**config.mk**
```make
export PLATFORM = sky130hd
export DESIGN_NAME = pool_2
export DESIGN_NICKNAME = d
export VERILOG_FILES = /design/src/rtl/pool_2.sv
export SDC_FILE = /design/constraint.sdc
export NUM_CORES = 1
export LEC_CHECK = 0
export ABC_CLOCK_PERIOD_IN_PS = 4850
export BUFFER_PORTS_ARGS = -buffer_cell sky130_fd_sc_hd__buf_2
export CORE_MARGIN = 2
export CORE_UTILIZATION = 60
export DETAILED_ROUTE_END_ITERATION = 10
export GPL_ROUTABILITY_DRIVEN = 0
export PLACE_DENSITY = 0.91
export SLEW_MARGIN = 20
export SYNTH_ARGS = -nofsm -noshare
export SYNTH_HDL_FRONTEND = slang
export SYNTH_SLANG_ARGS = --single-unit
```
**constraint.sdc**
```tcl
create_clock -name clk -period 4.85 [get_ports clk]
set_input_delay 0 -clock clk [delete_from_list [all_inputs] [get_ports clk]]
set_output_delay 0 -clock clk [all_outputs]
set_load 0.005 [all_outputs]
```
**src/rtl/pool_2.sv**
```systemverilog
// pool_2: second LeNet max-pool stage (2x2 window, stride 2).
// Reads DEEP maps of IN_SIZE x IN_SIZE conv2 results from the shared result
// BRAM, takes the signed maximum of each window and writes DEEP maps of
// OUT_SIZE x OUT_SIZE results back into the same BRAM.
// Optional feature macro: POOL2_RELU_EN -- when defined, negative maxima are
// clamped to zero before they are stored.
module pool_2 #(
  parameter int DEEP              = 50,
  parameter int IN_SIZE           = 8,
  parameter int OUT_SIZE          = 4,
  parameter int DATA_SIZE         = 8,
  parameter int CONV2_RESULT_BASE = 14400,
  parameter int POOL2_RESULT_BASE = 17600,
  parameter int RD_LAT            = 3
) (
  input  logic                 clk,
  input  logic                 rst,
  input  logic                 pool_2_en,
  input  logic [DATA_SIZE-1:0] result_bram_douta,
  output logic                 result_bram_ena,
  output logic                 result_bram_wea,
  output logic [14:0]          result_bram_addra,
  output logic [DATA_SIZE-1:0] result_bram_dina,
  output logic                 pool_2_finish
);

  localparam int CH_W = $clog2(DEEP + 1);
  localparam int RC_W = $clog2(OUT_SIZE);
  localparam int WT_W = $clog2(RD_LAT + 1);

  localparam logic [CH_W-1:0] CH_END   = CH_W'(DEEP);
  localparam logic [RC_W-1:0] RC_LAST  = RC_W'(OUT_SIZE - 1);
  localparam logic [WT_W-1:0] WT_LAST  = WT_W'(RD_LAT);
  localparam logic [14:0]     RD_BASE  = 15'(CONV2_RESULT_BASE);
  localparam logic [14:0]     WR_BASE  = 15'(POOL2_RESULT_BASE);
  localparam logic [14:0]     IN_AREA  = 15'(IN_SIZE * IN_SIZE);
  localparam logic [14:0]     OUT_AREA = 15'(OUT_SIZE * OUT_SIZE);
  localparam logic [14:0]     IN_EDGE  = 15'(IN_SIZE);
  localparam logic [14:0]     OUT_EDGE = 15'(OUT_SIZE);

  typedef enum logic [2:0] {
    S_IDLE    = 3'd0,
    S_CHECK   = 3'd1,
    S_LOAD    = 3'd2,
    S_COMPARE = 3'd3,
    S_STORE   = 3'd4,
    S_DONE    = 3'd5
  } state_e;

  state_e                       state_q, state_d;
  logic [CH_W-1:0]              ch_q, ch_d;
  logic [RC_W-1:0]              r_q, r_d;
  logic [RC_W-1:0]              col_q, col_d;
  logic [1:0]                   k_q, k_d;
  logic [WT_W-1:0]              wt_q, wt_d;
  logic signed [DATA_SIZE-1:0]  win_q [0:3];
  logic signed [DATA_SIZE-1:0]  win_d [0:3];
  logic signed [DATA_SIZE-1:0]  max_q, max_d;
  logic                         ena_q, ena_d;
  logic                         wea_q, wea_d;
  logic [14:0]                  addr_q, addr_d;
  logic [DATA_SIZE-1:0]         dina_q, dina_d;
  logic                         finish_q, finish_d;

  logic [14:0]                  rd_addr_s;
  logic [14:0]                  wr_addr_s;

  // Signed maximum of two words; on a tie both operands are equal anyway.
  function automatic logic signed [DATA_SIZE-1:0] smax(
    input logic signed [DATA_SIZE-1:0] a,
    input logic signed [DATA_SIZE-1:0] b
  );
    return (a > b) ? a : b;
  endfunction

  // Value stored for one window: signed max, optionally clamped at zero.
  function automatic logic signed [DATA_SIZE-1:0] pool_value(
    input logic signed [DATA_SIZE-1:0] w0,
    input logic signed [DATA_SIZE-1:0] w1,
    input logic signed [DATA_SIZE-1:0] w2,
    input logic signed [DATA_SIZE-1:0] w3
  );
    logic signed [DATA_SIZE-1:0] m;
    m = smax(smax(w0, w1), smax(w2, w3));
`ifdef POOL2_RELU_EN
    if (m[DATA_SIZE-1]) begin
      m = {DATA_SIZE{1'b0}};
    end else begin
      m = m;
    end
`endif
    return m;
  endfunction

  // Window element address (k = {dy,dx}) and output address for the current position.
  always_comb begin
    rd_addr_s = RD_BASE + 15'(ch_q) * IN_AREA
              + 15'({r_q, k_q[1]}) * IN_EDGE
              + 15'({col_q, k_q[0]});
    wr_addr_s = WR_BASE + 15'(ch_q) * OUT_AREA
              + 15'(r_q) * OUT_EDGE
              + 15'(col_q);
  end

  // Next-state and next-output logic; everything holds while the enable is low except DONE.
  always_comb begin
    state_d  = state_q;
    ch_d     = ch_q;
    r_d      = r_q;
    col_d    = col_q;
    k_d      = k_q;
    wt_d     = wt_q;
    win_d    = win_q;
    max_d    = max_q;
    ena_d    = ena_q;
    wea_d    = wea_q;
    addr_d   = addr_q;
    dina_d   = dina_q;
    finish_d = finish_q;

    if (!pool_2_en) begin
      if (state_q == S_DONE) begin
        finish_d = 1'b0;
        state_d  = S_IDLE;
      end else begin
        state_d  = state_q;
      end
    end else begin
      case (state_q)
        S_IDLE: begin
          ch_d     = {CH_W{1'b0}};
          r_d      = {RC_W{1'b0}};
          col_d    = {RC_W{1'b0}};
          k_d      = 2'd0;
          wt_d     = {WT_W{1'b0}};
          finish_d = 1'b0;
          state_d  = S_CHECK;
        end

        S_CHECK: begin
          if (ch_q == CH_END) begin
            finish_d = 1'b1;
            state_d  = S_DONE;
          end else begin
            k_d     = 2'd0;
            wt_d    = {WT_W{1'b0}};
            state_d = S_LOAD;
          end
        end

        S_LOAD: begin
          // Issue the read for element k on its first wait cycle.
          if (wt_q == {WT_W{1'b0}}) begin
            ena_d  = 1'b1;
            wea_d  = 1'b0;
            addr_d = rd_addr_s;
          end else begin
            ena_d  = ena_q;
          end
          // Capture once the read latency has elapsed.
          if (wt_q == WT_LAST) begin
            win_d[k_q] = result_bram_douta;
            wt_d       = {WT_W{1'b0}};
            if (k_q == 2'd3) begin
              ena_d   = 1'b0;
              state_d = S_COMPARE;
            end else begin
              k_d     = k_q + 2'd1;
            end
          end else begin
            wt_d = wt_q + WT_W'(1);
          end
        end

        S_COMPARE: begin
          max_d   = pool_value(win_q[0], win_q[1], win_q[2], win_q[3]);
          wt_d    = {WT_W{1'b0}};
          state_d = S_STORE;
        end

        S_STORE: begin
          if (wt_q == {WT_W{1'b0}}) begin
            ena_d  = 1'b1;
            wea_d  = 1'b1;
            dina_d = max_q;
            addr_d = wr_addr_s;
          end else begin
            dina_d = dina_q;
          end
          if (wt_q == WT_LAST) begin
            ena_d   = 1'b0;
            wea_d   = 1'b0;
            wt_d    = {WT_W{1'b0}};
            state_d = S_CHECK;
            // Raster order: column fastest, then row, then channel.
            if (col_q == RC_LAST) begin
              col_d = {RC_W{1'b0}};
              if (r_q == RC_LAST) begin
                r_d  = {RC_W{1'b0}};
                ch_d = ch_q + CH_W'(1);
              end else begin
                r_d  = r_q + RC_W'(1);
              end
            end else begin
              col_d = col_q + RC_W'(1);
            end
          end else begin
            wt_d = wt_q + WT_W'(1);
          end
        end

        S_DONE: begin
          finish_d = 1'b1;
          state_d  = S_DONE;
        end

        default: begin
          state_d = S_IDLE;
        end
      endcase
    end
  end

  // State, counters, window buffer and registered BRAM interface.
  always_ff @(posedge clk) begin
    if (rst) begin
      state_q  <= S_IDLE;
      ch_q     <= {CH_W{1'b0}};
      r_q      <= {RC_W{1'b0}};
      col_q    <= {RC_W{1'b0}};
      k_q      <= 2'd0;
      wt_q     <= {WT_W{1'b0}};
      win_q    <= '{default: {DATA_SIZE{1'b0}}};
      max_q    <= {DATA_SIZE{1'b0}};
      ena_q    <= 1'b0;
      wea_q    <= 1'b0;
      addr_q   <= 15'd0;
      dina_q   <= {DATA_SIZE{1'b0}};
      finish_q <= 1'b0;
    end else begin
      state_q  <= state_d;
      ch_q     <= ch_d;
      r_q      <= r_d;
      col_q    <= col_d;
      k_q      <= k_d;
      wt_q     <= wt_d;
      win_q    <= win_d;
      max_q    <= max_d;
      ena_q    <= ena_d;
      wea_q    <= wea_d;
      addr_q   <= addr_d;
      dina_q   <= dina_d;
      finish_q <= finish_d;
    end
  end

  assign result_bram_ena   = ena_q;
  assign result_bram_wea   = wea_q;
  assign result_bram_addra = addr_q;
  assign result_bram_dina  = dina_q;
  assign pool_2_finish     = finish_q;

endmodule

```
* Word-level counts from Yosys, hierarchy flattened
Cells that the tools add are included.
Word-level totals: output and inout bits 26, ROM bits 0, RAM bits 0, input port bits 11, memories 0, latch bits 0, bits in registers 83
Cells by class: equality and inequality tests 23, reduce and logical (&&, ||, !) cells 24, bitwise gates (word level) 1, shifts and indexed selects 0, divide/modulo/power cells 0, multiplexer cells 46, order comparisons 5, add/subtract/negate cells 11, $mul 0
Operators by type and width (count):
- bitwise mux 32 bit | 1
- two-way mux 8 bit | 4
- two-way mux 15 bit | 2
- one-hot mux 15 bit (2 select lines) | 1
- > comparator 8 bit | 3
- two-way mux 2 bit | 9
- two-way mux 3 bit | 6
- two-way mux 6 bit | 3
- one-hot mux 3 bit (6 select lines) | 1
- demux 8 bit (select 2 bit) | 1
- != test 2 bit, second input constant | 8
- AND reduction 4 bit | 4
- adder 14 x 12 -> 15 bit, first input constant | 1
- adder 15 x 10 -> 15 bit, first input constant | 1
- adder 15 x 2 -> 15 bit | 1
- adder 15 x 3 -> 15 bit | 1
- adder 15 x 4 -> 15 bit | 1
- adder 15 x 6 -> 15 bit | 1
- != test 3 bit, second input constant | 5
- AND reduction 3 bit | 5
- one-hot mux 2 bit (3 select lines) | 2
- one-hot mux 6 bit (2 select lines) | 1
- two-way mux 1 bit | 10
- AND reduction 5 bit | 2
- other kinds (20) | 36

* Longest topological paths before layout
word-level depth 6, gate-level depth with buffers 16, mapped depth without buffers 15

* Worst setup path after synthesis
No wires, ideal clock.
path kind register -> register, start reg win_q[17] (netlist bit), end reg max_q[0], stages on the path, launching flop included 16, path slack 1.433 ns, data arrival time 3.279 ns, setup time 0.138 ns, path buffers 1, data required time 4.712 ns, cell sequence dfxtp_1 inv_1 ha_1 nor2b_1 o211ai_1 a211oi_1 a31oi_2 mux2i_1 inv_1 ha_1 a2111oi_0 a21oi_1 nor4b_1 or3b_2 buf_2 o221ai_1
On the way: longest elaborated chain between the ends 4
Ends and longest elaborated chain:
- start: declaration | line 56 | logic signed [DATA_SIZE-1:0] win_q [0:3];
- start signal: assignment | line 247 | win_q <= win_d;
- > comparator 8 bit | line 73 | return (a > b) ? a : b;
- two-way mux 8 bit * | line 73
- > comparator 8 bit | line 73
- two-way mux 8 bit * | line 73
- end signal: assignment | line 234 | max_q <= {DATA_SIZE{1'b0}};
- end signal: assignment | line 248 | max_q <= max_d;
- end: declaration | line 58 | logic signed [DATA_SIZE-1:0] max_q, max_d;
Every way passes the cells marked *; elsewhere a longest branch is shown, timed or not. A chain may end at the register's enable or synchronous reset.

* Worst setup path in the final report
start reg win_q[17] (netlist bit), end reg max_q[6]
The elaborated chain is that of the path after synthesis.

==> report_table.html <==
<table>
<tr><th>Metric</th><th>Value</th></tr>
<tr><th colspan="2">Final layout</th></tr>
<tr><td>Final instance count without filler cells</td><td>696</td></tr>
<tr><td>Number of fill cells</td><td>590</td></tr>
<tr><td>Syn-to-layout area delta</td><td>10.7%</td></tr>
<tr><td>Multi-input gate area in the final layout</td><td>0.00257 mm2</td></tr>
<tr><td>Fraction of final layout cells sized beyond drive strength 1</td><td>0.104</td></tr>
<tr><td>Final design area excluding fillers</td><td>0.00497 mm2</td></tr>
<tr><td>Area of all sequential standard cells</td><td>0.00166 mm2</td></tr>
<tr><td>Nets</td><td>640</td></tr>
<tr><td>Antenna fix cells</td><td>0</td></tr>
<tr><th colspan="2">Drt</th></tr>
<tr><td>Remaining number of nets flagged by the antenna check after routing</td><td>0</td></tr>
<tr><td>Number of design-rule violations left by the first detailed-router iteration</td><td>309</td></tr>
<tr><td>Post-detailed-route wirelength per cell</td><td>15.6 um</td></tr>
<tr><td>Number of remaining DRC errors</td><td>0</td></tr>
<tr><td>First drt pass iteration count</td><td>5</td></tr>
<tr><td>Drt total wl</td><td>10.9 mm</td></tr>
<tr><td>Per-cell via count in the routed design</td><td>6.05</td></tr>
<tr><td>Via total after detailed routing</td><td>4208</td></tr>
<tr><th colspan="2">Critical path</th></tr>
<tr><td>Critical path launch point type</td><td>flip-flop</td></tr>
<tr><td>Crit path cell chain</td><td>inv_1 -&gt; ha_1 -&gt; nor2b_1 -&gt; o211ai_1 -&gt; a211oi_1 -&gt; a31oi_2 -&gt; mux2i_1 -&gt; inv_1 -&gt; ha_1 -&gt; a2111oi_0 -&gt; a21oi_1 -&gt; nor4b_1 -&gt; o21ai_1 -&gt; o221ai_1</td></tr>
<tr><td>Max Fanout on Critical Path</td><td>8</td></tr>
<tr><td>WP data required</td><td>5.13 ns</td></tr>
<tr><td>Crit path DAT</td><td>4.18 ns</td></tr>
<tr><td>Max stage delay on crit path</td><td>0.53 ns</td></tr>
<tr><td>Classification of the worst setup path</td><td>reg2reg</td></tr>
<tr><td>Critical path launch point</td><td>win_q[17]$_SDFFE_PP0P_</td></tr>
<tr><td>Master of the slowest instance on the critical path</td><td>sky130_fd_sc_hd__a31oi_2</td></tr>
<tr><td>Reg-to-Reg Start</td><td>win_q[17]$_SDFFE_PP0P_</td></tr>
<tr><td>Endpoint type of the worst setup path</td><td>flip-flop</td></tr>
<tr><th colspan="2">Logic synthesis</th></tr>
<tr><td>Part of the Yosys area used for sequential elements</td><td>0.370</td></tr>
<tr><td>Number of synthesized flops with an enable pin</td><td>0</td></tr>
<tr><td>Synth cell count leaders</td><td>sky130_fd_sc_hd__nand2_1, sky130_fd_sc_hd__dfxtp_1, sky130_fd_sc_hd__a21oi_1</td></tr>
<tr><td>Warning count from the yosys run</td><td>0</td></tr>
<tr><td>Synth Area in XOR/XNOR</td><td>0.00781</td></tr>
<tr><td>Unique cell type count in the Yosys netlist</td><td>52</td></tr>
<tr><td>Post-Syn Area</td><td>0.00449 mm2</td></tr>
<tr><td>Top FF cell, synth</td><td>sky130_fd_sc_hd__dfxtp_1</td></tr>
<tr><td>Number of standard cells after synthesis</td><td>567</td></tr>
<tr><td>FF+latch count, synth</td><td>83</td></tr>
<tr><td>Post-synthesis share of cell area spent on full adders, half adders and majority gates</td><td>0.103</td></tr>
<tr><td>Syn_nets</td><td>615</td></tr>
<tr><td>Dominant cell by count in the synthesized netlist</td><td>sky130_fd_sc_hd__nand2_1</td></tr>
<tr><td>Basic-gate share of the synthesized area counting and, or, nand and nor cells</td><td>0.226</td></tr>
<tr><td>Fraction of synthesized cell area taken by the top area cell type</td><td>0.370</td></tr>
<tr><td>Ranking of synthesized cells by area</td><td>sky130_fd_sc_hd__dfxtp_1, sky130_fd_sc_hd__ha_1, sky130_fd_sc_hd__a21oi_1</td></tr>
<tr><td>Fraction of registers with async set/reset</td><td>0</td></tr>
<tr><td>Compound-Gate Fraction of Synth Area</td><td>0.196</td></tr>
<tr><td>Combinational family with the most area after synthesis</td><td>simple AND/OR/NAND/NOR gates</td></tr>
<tr><td>Area leader, netlist</td><td>sky130_fd_sc_hd__dfxtp_1</td></tr>
<tr><td>Share of cell area taken by muxes after synthesis</td><td>0.0379</td></tr>
<tr><td>Average cell area after synthesis</td><td>7.91 um2</td></tr>
<tr><th colspan="2">Die</th></tr>
<tr><td>Site row count</td><td>31</td></tr>
<tr><td>Effective utilization at floorplan</td><td>0.619</td></tr>
<tr><td>Ports placed on the boundary</td><td>37</td></tr>
<tr><td>Area of the placeable core</td><td>0.00725 mm2</td></tr>
<tr><td>Die span in x</td><td>90.5 um</td></tr>
<tr><td>Die Outline Area</td><td>0.00819 mm2</td></tr>
<tr><td>Vertical die dimension</td><td>90.5 um</td></tr>
<tr><th colspan="2">Power</th></tr>
<tr><td>Pwr dens</td><td>250 mW/mm2</td></tr>
<tr><td>Maximum vdd drop</td><td>0.182 mV</td></tr>
<tr><td>Static leakage</td><td>1.98 nW</td></tr>
<tr><th colspan="2">GRT</th></tr>
<tr><td>Number of antenna violations at the first check in global routing</td><td>0</td></tr>
<tr><td>Global-route wire length before repair</td><td>18.1 mm</td></tr>
<tr><td>Number of global-route vias before repair</td><td>3880</td></tr>
<tr><td>Global route overflow</td><td>0</td></tr>
<tr><td>Maximum number of pins on one net before global-route repair</td><td>78</td></tr>
<tr><td>All-layer global routing usage</td><td>0.267</td></tr>
<tr><th colspan="2">Clock tree</th></tr>
<tr><td>Clock insertion delay at the later pin of the skew report</td><td>0.37 ns</td></tr>
<tr><td>CTS H-tree depth</td><td>3</td></tr>
<tr><td>Clk pin slew, worst setup/hold paths</td><td>0.09 ns</td></tr>
<tr><td>Number of buffers added by the clock tree synthesis step</td><td>9</td></tr>
<tr><td>Clock sinks</td><td>83</td></tr>
<tr><td>Root Buffer Master</td><td>sky130_fd_sc_hd__clkbuf_8</td></tr>
<tr><td>Number of gates resized after cts</td><td>0</td></tr>
<tr><td>Clock Tree Buf Depth</td><td>2</td></tr>
<tr><td>CTS tree</td><td>done</td></tr>
<tr><th colspan="2">Run</th></tr>
<tr><td>Max-capacitance violation count</td><td>0</td></tr>
<tr><th colspan="2">Timing</th></tr>
<tr><td>Crit path time final</td><td>3.90 ns</td></tr>
<tr><td>Period utilization</td><td>0.804</td></tr>
<tr><td>Relative slew slack</td><td>0.478</td></tr>
<tr><td>Number of setup violations in the final report</td><td>0</td></tr>
<tr><td>Final hold violation count</td><td>0</td></tr>
<tr><td>Total negative slack for setup checks</td><td>0 ns</td></tr>
<tr><td>Final setup skew</td><td>0.0184 ns</td></tr>
<tr><td>Final count of pins violating max slew</td><td>0</td></tr>
<tr><td>Transition time of the tightest slew-check pin</td><td>0.783 ns</td></tr>
<tr><td>RSZ-0062 raised after global routing</td><td>false</td></tr>
<tr><td>Peak Freq</td><td>0.256 GHz</td></tr>
<tr><th colspan="2">Hold path</th></tr>
<tr><td>Startpoint of the most critical hold path</td><td>pool_2_en</td></tr>
<tr><td>Worst min-delay path class</td><td>in2reg</td></tr>
<tr><th colspan="2">Placed design</th></tr>
<tr><td>Placed wire-length estimate</td><td>7.58 mm</td></tr>
<tr><td>Number of cells after detailed placement</td><td>672</td></tr>
<tr><td>Post-placement cell area</td><td>0.00469 mm2</td></tr>
<tr><td>Port buffer count</td><td>36</td></tr>
<tr><th colspan="2">Outcome</th></tr>
<tr><td>Outcome</td><td>completed</td></tr>
</table>
## layout by cell type (no fill, tap or decap), drive strengths merged, types with 4 or more instances in the layout
| cell type | n |
|---|---|
| nand2 | 98 |
| dfxtp | 83 |
| a21oi | 76 |
| buf | 39 |
| inv | 38 |
| nand3 | 37 |
| ha | 37 |
| nor2 | 32 |
| mux2i | 17 |
| o21ai | 17 |
| clkbuf | 11 |
| nand4 | 8 |
| o221ai | 8 |
| dlygate4sd3 | 8 |
| o211ai | 7 |
| nand2b | 6 |
| a311oi | 6 |
| and3 | 5 |
| nor2b | 5 |
| nor3 | 5 |
| a21o | 5 |
| nand3b | 4 |
## power by group
part,switching (mW),leakage [nW],internal (mW),total (mW)
Sequential,0.00519,0.669,0.685,0.690
Combinational,0.0369,1.22,0.0206,0.0575
Clock,0.253,0.0901,0.241,0.494
## logic make-up after synthesis
logic type,after synthesis
and+or+nand+nor,215
AOI/OAI and AO/OA,141
DFF,83
buffers and inverters,70
adders and majority gates,37
muxes,17
xor gates and xnor gates,4
## final timing paths
check / endpoint / slack (ns) / depth (start not counted)
worst max-delay path: max_q[6]$_SDFFE_PP0P_ / 0.95 / 14
worst max register to register: max_q[6]$_SDFFE_PP0P_ / 0.95 / 14
worst min register to register: result_bram_dina[5]$_SDFFE_PP0P_ / 0.45 / 2
worst min-delay path: state_q[0]$_SDFFE_PP0P_ / 0.08 / 3
## state kept, by name, summed over array words and instances (netlist names)
| register | count |
|---|---|
| ch_q | 6 |
| col_q | 2 |
| k_q | 2 |
| max_q | 8 |
| pool_2_finish | 1 |
| r_q | 2 |
| result_bram_addra | 15 |
| result_bram_dina | 8 |
| result_bram_ena | 1 |
| result_bram_wea | 1 |
| state_q | 3 |
| win_q | 32 |
| wt_q | 2 |
## per-stage QoR
step | worst slack [ns] | utilization | hold WS (ns) | total power, mW
2_1_floorplan | 1.43 | - | 0.147 | 0.738
3_3_place_gp | 1.30 | 0.647 | 0.296 | 0.755
3_5_place_dp | 1.06 | 0.647 | 0.303 | 0.757
4_1_cts | 1.02 | 0.685 | 0.0634 | 1.24
5_1_grt | 0.649 | 0.685 | 0.102 | 1.28
6_report | 0.949 | 0.685 | 0.0773 | 1.24
## cell type report
class,instances,share of cell area
clock inverter,5,0.0126
multi-input combinational,414,0.517
tap,99,0.0249
timing repair buffer,47,0.0569
inverter,37,0.0280
sequential,83,0.335
clock buffer,11,0.0264
## timing repair
item | 4_1_cts | 5_1_grt
hold buffers | 8 | 0
setup buffers | 0 | 0
endpoints found under the hold margin | 32 | 0
## per-layer routing
layer / part of all wire / up-vias / GRT usage
li1: - / 2042 / -
met1: 0.42 / 2001 / 0.322
met2: 0.50 / 143 / 0.473
met3: 0.058 / 22 / 0.0509
met4: 0.022 / 0 / 0.0936
met5: 0 / - / 0
## critical path, delay by kind of cell, from the launching register on
kind	cells	cell delay [ns]
muxes	1	0.32
and+or+nand+nor	2	0.47
DFF	1	0.36
AOI/OAI and AO/OA	7	1.93
adders and majority gates	2	0.63
buffers and inverters	2	0.12
No activity file was read; power rests on OpenSTA's default activity.
